### config.mk
export PLATFORM = sky130hd
export DESIGN_NAME = button_debounce_flat
export DESIGN_NICKNAME = d
export VERILOG_FILES = /design/src/rtl/button_debounce_pkg.sv /design/src/rtl/button_debounce_if.sv /design/src/rtl/button_debounce_btn_sync.sv /design/src/rtl/button_debounce.sv /design/src/flat_wrapper.sv
export SDC_FILE = /design/constraint.sdc
export NUM_CORES = 1
export LEC_CHECK = 0
export ABC_CLOCK_PERIOD_IN_PS = 2400
export CORE_MARGIN = 4
export CORE_UTILIZATION = 25
export DETAILED_ROUTE_END_ITERATION = 10
export GPL_ROUTABILITY_DRIVEN = 0
export MAX_ROUTING_LAYER = met4
export SKIP_LAST_GASP = 1
export SLEW_MARGIN = 20
export SYNTH_ARGS = -nofsm -noshare
export SYNTH_HDL_FRONTEND = slang
export SYNTH_SLANG_ARGS = --single-unit
### constraint.sdc
create_clock -name clk -period 2.4 [get_ports clk]
set_input_delay 0.24 -clock clk [delete_from_list [all_inputs] [get_ports clk]]
set_output_delay 0.24 -clock clk [all_outputs]
set_load 0.1 [all_outputs]
### src/rtl/button_debounce_pkg.sv
// rtl/button_debounce_pkg.sv - shared state encoding, counter width and ms-to-cycles helper
package button_pkg;

    localparam int CNT_W = 32;

    typedef enum logic [2:0] {
        IDLE     = 3'd0,
        DB_PRESS = 3'd1,
        PRESSED  = 3'd2,
        HELD     = 3'd3,
        DB_REL   = 3'd4
    } state_t;

    function automatic logic [CNT_W-1:0] ms_to_cycles(input int unsigned freq, input int unsigned ms);
        return (freq / 32'd1000) * ms;
    endfunction

endpackage

### src/rtl/button_debounce_if.sv
// rtl/button_debounce_if.sv - raw button input and conditioned event outputs
interface button_debounce_if;

    logic btn_n;
    logic btn_level;
    logic btn_press;
    logic btn_release;
    logic btn_long;
    logic btn_repeat;

    // master is the board/user side, slave is the debouncer
    modport master (
        output btn_n,
        input  btn_level,
        input  btn_press,
        input  btn_release,
        input  btn_long,
        input  btn_repeat
    );

    modport slave (
        input  btn_n,
        output btn_level,
        output btn_press,
        output btn_release,
        output btn_long,
        output btn_repeat
    );

endinterface

### src/rtl/button_debounce_btn_sync.sv
// rtl/button_debounce_btn_sync.sv - two-flop synchroniser with configurable reset value
module btn_sync #(
    parameter logic RESET_VAL = 1'b1
) (
    input  logic clk,
    input  logic reset,
    input  logic i_d,
    output logic o_q
);

    logic r_meta;
    logic r_sync;

    always_ff @(posedge clk) begin
        if (reset) begin
            r_meta <= RESET_VAL;
            r_sync <= RESET_VAL;
        end else begin
            r_meta <= i_d;
            r_sync <= r_meta;
        end
    end

    assign o_q = r_sync;

endmodule

### src/rtl/button_debounce.sv
// rtl/button_debounce.sv - button debouncer with press/release/long pulses; BTN_REPEAT_EN adds auto-repeat
module button_debounce
    import button_pkg::*;
#(
    parameter int unsigned CLK_FREQ    = 20000000,
    parameter int unsigned DEBOUNCE_MS = 10,
    parameter int unsigned LONG_MS     = 1000,
    parameter int unsigned REPEAT_MS   = 200
) (
    input  logic             clk,
    input  logic             reset,
    button_debounce_if.slave btn
);

    localparam logic [CNT_W-1:0] DB_CYC    = ms_to_cycles(CLK_FREQ, DEBOUNCE_MS);
    localparam logic [CNT_W-1:0] LONG_CYC  = ms_to_cycles(CLK_FREQ, LONG_MS);
    localparam logic [CNT_W-1:0] REP_CYC   = ms_to_cycles(CLK_FREQ, REPEAT_MS);
    localparam logic [CNT_W-1:0] DB_LAST   = DB_CYC - 1'b1;
    localparam logic [CNT_W-1:0] LONG_LAST = LONG_CYC - 1'b1;
    localparam logic [CNT_W-1:0] REP_LAST  = REP_CYC - 1'b1;

    logic             w_sync_n;
    logic             w_btn_s;
    state_t           r_state;
    state_t           w_state_nxt;
    logic [CNT_W-1:0] r_cnt;
    logic [CNT_W-1:0] w_cnt_nxt;
    logic             r_long_done;
    logic             r_level;
    logic             r_press;
    logic             r_release;
    logic             r_long;
    logic             w_press_nxt;
    logic             w_release_nxt;
    logic             w_long_nxt;
    logic             w_repeat_nxt;

    // Sync flops reset to 1 so a held button after reset looks like a fresh press
    btn_sync #(
        .RESET_VAL (1'b1)
    ) u_sync (
        .clk   (clk),
        .reset (reset),
        .i_d   (btn.btn_n),
        .o_q   (w_sync_n)
    );

    assign w_btn_s = ~w_sync_n;

    always_comb begin
        w_state_nxt   = r_state;
        w_cnt_nxt     = r_cnt;
        w_press_nxt   = 1'b0;
        w_release_nxt = 1'b0;
        w_long_nxt    = 1'b0;
        w_repeat_nxt  = 1'b0;
        case (r_state)
            IDLE: begin
                if (w_btn_s) w_state_nxt = DB_PRESS;
            end
            DB_PRESS: begin
                if (!w_btn_s) begin
                    w_state_nxt = IDLE;
                end else if (r_cnt == DB_LAST) begin
                    w_state_nxt = PRESSED;
                    w_press_nxt = 1'b1;
                end else begin
                    w_cnt_nxt = r_cnt + 1'b1;
                end
            end
            PRESSED: begin
                if (!w_btn_s) begin
                    w_state_nxt = DB_REL;
                end else if (r_cnt == LONG_LAST) begin
                    w_state_nxt = HELD;
                    w_long_nxt  = 1'b1;
                end else begin
                    w_cnt_nxt = r_cnt + 1'b1;
                end
            end
            HELD: begin
                if (!w_btn_s) begin
                    w_state_nxt = DB_REL;
                end
`ifdef BTN_REPEAT_EN
                else if (r_cnt == REP_LAST) begin
                    w_repeat_nxt = 1'b1;
                    w_cnt_nxt    = '0;
                end else begin
                    w_cnt_nxt = r_cnt + 1'b1;
                end
`endif
            end
            DB_REL: begin
                // A bounce during release resumes the hold; long fires at most once per press
                if (w_btn_s) begin
                    w_state_nxt = r_long_done ? HELD : PRESSED;
                end else if (r_cnt == DB_LAST) begin
                    w_state_nxt   = IDLE;
                    w_release_nxt = 1'b1;
                end else begin
                    w_cnt_nxt = r_cnt + 1'b1;
                end
            end
            default: begin
                w_state_nxt = IDLE;
            end
        endcase
        if (w_state_nxt != r_state) w_cnt_nxt = '0;
    end

    always_ff @(posedge clk) begin
        if (reset) begin
            r_state     <= IDLE;
            r_cnt       <= '0;
            r_long_done <= 1'b0;
            r_level     <= 1'b0;
            r_press     <= 1'b0;
            r_release   <= 1'b0;
            r_long      <= 1'b0;
        end else begin
            r_state   <= w_state_nxt;
            r_cnt     <= w_cnt_nxt;
            r_press   <= w_press_nxt;
            r_release <= w_release_nxt;
            r_long    <= w_long_nxt;
            r_level   <= (w_state_nxt == PRESSED) || (w_state_nxt == HELD) || (w_state_nxt == DB_REL);
            if (w_state_nxt == HELD) begin
                r_long_done <= 1'b1;
            end else if (w_state_nxt == IDLE) begin
                r_long_done <= 1'b0;
            end
        end
    end

    assign btn.btn_level   = r_level;
    assign btn.btn_press   = r_press;
    assign btn.btn_release = r_release;
    assign btn.btn_long    = r_long;

`ifdef BTN_REPEAT_EN
    logic r_repeat;

    always_ff @(posedge clk) begin
        if (reset) begin
            r_repeat <= 1'b0;
        end else begin
            r_repeat <= w_repeat_nxt;
        end
    end

    assign btn.btn_repeat = r_repeat;
`else
    logic w_unused_rep;

    assign w_unused_rep   = ^{REP_LAST, w_repeat_nxt};
    assign btn.btn_repeat = 1'b0;
`endif

endmodule
### src/flat_wrapper.sv
// flat-port wrapper written by rule: the top's interface ports become plain ports
module button_debounce_flat import button_pkg::*;
#(
    parameter int unsigned CLK_FREQ    = 20000000,
    parameter int unsigned DEBOUNCE_MS = 10,
    parameter int unsigned LONG_MS     = 1000,
    parameter int unsigned REPEAT_MS   = 200
)
  (clk, reset, btn_btn_n, btn_btn_level, btn_btn_press, btn_btn_release, btn_btn_long, btn_btn_repeat);
  button_debounce_if btn_i ();
  input  logic clk;
  input  logic reset;
  input wire logic [$bits(btn_i.btn_n)-1:0] btn_btn_n;
  output wire logic [$bits(btn_i.btn_level)-1:0] btn_btn_level;
  output wire logic [$bits(btn_i.btn_press)-1:0] btn_btn_press;
  output wire logic [$bits(btn_i.btn_release)-1:0] btn_btn_release;
  output wire logic [$bits(btn_i.btn_long)-1:0] btn_btn_long;
  output wire logic [$bits(btn_i.btn_repeat)-1:0] btn_btn_repeat;
  assign btn_i.btn_n = btn_btn_n;
  assign btn_btn_level = btn_i.btn_level;
  assign btn_btn_press = btn_i.btn_press;
  assign btn_btn_release = btn_i.btn_release;
  assign btn_btn_long = btn_i.btn_long;
  assign btn_btn_repeat = btn_i.btn_repeat;
  button_debounce #(.CLK_FREQ(CLK_FREQ), .DEBOUNCE_MS(DEBOUNCE_MS), .LONG_MS(LONG_MS), .REPEAT_MS(REPEAT_MS)) u_core (.clk(clk), .reset(reset), .btn(btn_i));
endmodule
==> results <==
- The vertical extent of the die is 101 um.
- The site row count is 33.
- The latest clock arrival within the worst-skew pair is approximately 0.30 ns.
- The path class of the tightest hold or removal check is reg -> reg.
- Counting the fill cells in the layout gives 900.
- The synthesized-area fraction occupied by xor and xnor cells is 0.109.
- The number of nets in the synthesized netlist is 257.
- The worst-path maximum fanout is 11.
- The count of final hold-check violations is 0.
- The design area is 0.00259 mm2.
- The number of top-level pins is 8.
- The summed instance area of the synthesized netlist is 0.00218 mm2.
- The number of buffers added on ports is 6.
- The pre-CTS worst setup slack is between 0.04 and 0.05 ns.
- The post-synthesis async set-or-reset flop share is 0.
- The count of antenna diodes in the layout is 0.
- The clock root buffer is sky130_fd_sc_hd__clkbuf_8.
- After synthesis the netlist holds a flip-flop and latch count of 42.
- The synthesized design contains 0 enable-type register cells.
- The number of endpoints failing setup at the final stage is 6.
- For this run, the total global-route usage over all layers was measured as 0.105.
- The measured slew at the worst slew-check pin is roughly 0.54 ns.
- Summing all placed instances gives a cell area of 0.00246 mm2.
- The synthesis-to-layout area growth is 19.0%.
- Of the total synthesized cell area, the portion taken by full adders, half adders and majority gates is 0.00575.
- The number of buffers and inverters on the critical path is 1.
- Setup repair after global routing could not meet its margin everywhere.
- In this run, CTS created clock tree buffers numbering 5.
- For this run, the number of Yosys warnings is 0.
- The peak-usage layer in the global routing report is met2.
- In this run the static leakage power is 0.939 nW.
- Measured against the total synthesized area, the mux share comes to 0.00460.
- Traced cell by cell, the critical path runs through or4_1, nor4_4, nand3_2, o211a_1, o221ai_4, buf_6, nor2_1.
- The worst reg-to-reg setup slack is -0.008 ns.
- The post-detailed-route DRC marker count is 0.
- The logic depth of the worst path, buffers included is 7.
- The delay of the slowest critical-path stage is 0.59 ns.
- The clock tree synthesis step divided the H-tree into 2 levels.
- Of the cells placed in the final design, the portion with a size suffix greater than 1 is 0.223.
- The TritonCTS clock tree is built.
- The ratio of routed vias to standard cells is 4.80.
- The required time reported for the critical path endpoint is 2.60 ns.
- For this configuration, the core starts out at a cell density of 0.261.
- The minimum clock period is 2.41 ns.
- The total via count after detailed routing is 1858.
- The final reports fail on setup timing.
- The proportion of synthesized chip area in sequential cells is 0.386.
- The core area is 0.00834 mm2.
- Ranked by instance count, the synthesized netlist is headed by sky130_fd_sc_hd__dfxtp_1 (42), sky130_fd_sc_hd__nor2_1 (35), sky130_fd_sc_hd__xor2_1 (18), sky130_fd_sc_hd__nand2_1 (16), sky130_fd_sc_hd__nand3_1 (15).
- The clock transition at the registers of the reported paths is 0.08 ns.
- The endpoint identified for the worst register-to-register timing path is u_core.r_cnt[13].
- In the post-route analysis, the smallest setup slack over all paths is -0.00761 ns.
- The number of max-slew violations in the final report is 0.
- The setup total negative slack is -0.0170 ns.
- The die covers a little over 0.01 mm2.
- The total wire length is 4.81 mm.
- The met2 capacity usage during global routing is 0.170.
- The number of buffers on the longest clock path is 2.
- Max-cap violations in this run came to 0.
- The net count of the finished layout is 285.
- The first global-routing pass estimated 8.39 mm of wire.
- For this run, global-route usage on met3 was measured as 0.0234.
- The finished layout holds 387 standard cells, fillers aside.
- The number of clock sinks seen by CTS is 42.
- In this run the most critical hold path is launched from u_core.u_sync.r_meta.
- The starting DRC count in detailed routing is 68.
- Counting instances, the worst hold path has a depth of 1.
- Static timing analysis puts the maximum clock frequency at 0.415 GHz.
- The worst setup path is captured at a register.
- Across all hold checks on the routed design, the worst slack comes to 0.416 ns.
- In the post-synthesis netlist, the biggest area contributors are sky130_fd_sc_hd__dfxtp_1 (39%), sky130_fd_sc_hd__xor2_1 (7.2%), sky130_fd_sc_hd__nor2_1 (6.0%), sky130_fd_sc_hd__nand4_1 (3.7%), sky130_fd_sc_hd__xnor2_1 (3.6%).
- The path with the worst hold slack has its endpoint at u_core.u_sync.o_q.
- The number of buffers inserted for hold repair after clock tree synthesis is 0.
- In the synthesized netlist, the number of instances is 253.
- Of the available clock period, the critical path in the final layout requires 1.00.
- Counting tap cells, the placed design contains a total of 376 instances.
- The initial antenna violation count is 0.
- On the critical path the largest part of the delay comes from simple AND/OR/NAND/NOR gates.
- For this run, global-route usage on met1 was measured as 0.128.
- The worst setup path is launched from a register.
- On the critical path, the stage with the largest delay is an instance of sky130_fd_sc_hd__or4_1.
- In this run the mean area of a mapped cell was 8.61 um2.
- The worst pin sits at a relative slew slack of 0.639.
- The number of distinct library cells after synthesis is 52.
- The leading register cell type out of synthesis is sky130_fd_sc_hd__dfxtp_1.
- Measured in cells, the most critical reg-to-reg path has a length of 7.
- Of the total synthesized cell area, the portion taken by AND, OR, NAND and NOR gates is 0.365.
- The residual overflow from global routing is 0.
- In this run the critical register-to-register path is launched from u_core.r_cnt[31].
- The first detailed-routing pass ran for 4 iterations.
- The number of global-route vias before repair is 1808.
- The fraction of synthesized cell area taken by the top area cell type is 0.386.
- The run finished, with violations left.
- Once detail routing completed, the nets flagged for antenna violations numbered 0.
- The compound-cell area share of the yosys netlist came to 0.0914.
- The pin count of the biggest net entering global routing is 14.
- Dividing total power by cell area gives a power density of 479 mW/mm2.
- The critical path start-end classification is reg -> reg.
- By area, the combinational part of the netlist is dominated by simple AND/OR/NAND/NOR gates.
- Between clock sinks in the finished design, the worst skew comes to 0.00463 ns.
- Yosys instantiated no cell more often than sky130_fd_sc_hd__dfxtp_1.
- After detailed routing, the average wire length per cell comes to 12.4 um.
- Summed over all nets, the half-perimeter wirelength after detailed placement is 3.53 mm.
- The synthesized design spends more area on one cell type than any other, namely sky130_fd_sc_hd__dfxtp_1.
- From left edge to right edge, the die measures roughly 100 um.
- The maximum ir drop on the vdd rail is 0.235 mV.
- For the worst setup path, the data arrival time is 2.61 ns.
[where the power goes]
group          switching (mW)  total [mW]  internal [mW]  leakage, nW
sequential            0.00334       0.702          0.698        0.339
combinational          0.0330      0.0521         0.0190        0.553
clock                   0.257       0.489          0.231       0.0472
total                   0.294        1.24          0.949        0.939
[sequential cells by signal, indices dropped and copies added, names as in the netlist]
signal	cells
u_core.r_cnt	32
u_core.r_state	3
u_core.btn.btn_level	1
u_core.btn.btn_long	1
u_core.btn.btn_press	1
u_core.btn.btn_release	1
u_core.r_long_done	1
u_core.u_sync.o_q	1
u_core.u_sync.r_meta	1
[layout make-up]
class / count / area [um2] / share of cell area
Multi-Input combinational cell: 197 / 1260 / 0.485
Timing Repair Buffer: 32 / 256 / 0.0990
Tap cell: 105 / 131 / 0.0507
Clock inverter: 2 / 12.5 / 0.00483
Clock buffer: 6 / 82.6 / 0.0319
Sequential cell: 42 / 841 / 0.324
Inverter: 3 / 11.3 / 0.00435
[kinds of logic (layout without fill, tap and decap cells)]
kind of cell	count (synthesis)	count (layout)
simple gates	139	139
flops	42	42
compound gates	28	28
xor+xnor	27	27
buf+inv	14	43
fa+ha+maj	1	1
other cells	1	1
mux	1	1
[through the flow]
stage                util  power [mW]
finish              0.311        1.24
CTS                 0.307        1.25
global route        0.311        1.29
detailed placement  0.295       0.767
global placement    0.295       0.767
floorplan               -       0.759
[layout by cell type, fill, tap and decap left out, types with 3 or more instances in the layout]
master,n
sky130_fd_sc_hd__or2_2,5
sky130_fd_sc_hd__o21ai_0,8
sky130_fd_sc_hd__nor2_1,35
sky130_fd_sc_hd__inv_1,3
sky130_fd_sc_hd__nand3_1,15
sky130_fd_sc_hd__nor2_2,10
sky130_fd_sc_hd__dfxtp_1,42
sky130_fd_sc_hd__clkbuf_8,6
sky130_fd_sc_hd__and3_1,7
sky130_fd_sc_hd__buf_6,3
sky130_fd_sc_hd__or3_1,3
sky130_fd_sc_hd__xnor2_1,9
sky130_fd_sc_hd__buf_4,27
sky130_fd_sc_hd__nor3_1,6
sky130_fd_sc_hd__a21oi_1,8
sky130_fd_sc_hd__nor4_1,3
sky130_fd_sc_hd__nand2_1,16
sky130_fd_sc_hd__nand4_1,13
sky130_fd_sc_hd__xor2_1,18
sky130_fd_sc_hd__or4_1,3
[worst max path at each step]
stage | end | start
3_3_place_gp | u_core.r_cnt[13] | u_core.r_cnt[23]
5_1_grt | u_core.r_cnt[2] | u_core.r_cnt[31]
2_1_floorplan | u_core.r_cnt[28] | u_core.r_cnt[0]
3_5_place_dp | u_core.r_cnt[13] | u_core.r_cnt[23]
6_report | u_core.r_cnt[13] | u_core.r_cnt[31]
4_1_cts | u_core.r_cnt[13] | u_core.r_cnt[23]
[worst register-to-register path: cells and delay by family, from the launching register on]
family,cells,cell delay [ns]
buf+inv,1,0.20
compound gates,2,0.49
flops,1,0.33
simple gates,4,1.29
[routing by layer]
| layer | share of wire | up-vias |
|---|---|---|
| met5 | 0 | - |
| met4 | 0.020 | 0 |
| met3 | 0.033 | 9 |
| met2 | 0.47 | 23 |
| met1 | 0.48 | 877 |
| li1 | - | 949 |
[timing repair]
action / 4_1_cts / 5_1_grt
endpoints found under the setup margin: 0 / 33
resized for setup: 0 / 4
buffers inserted: 0 / 3
Power figures use the tool's default switching activity.
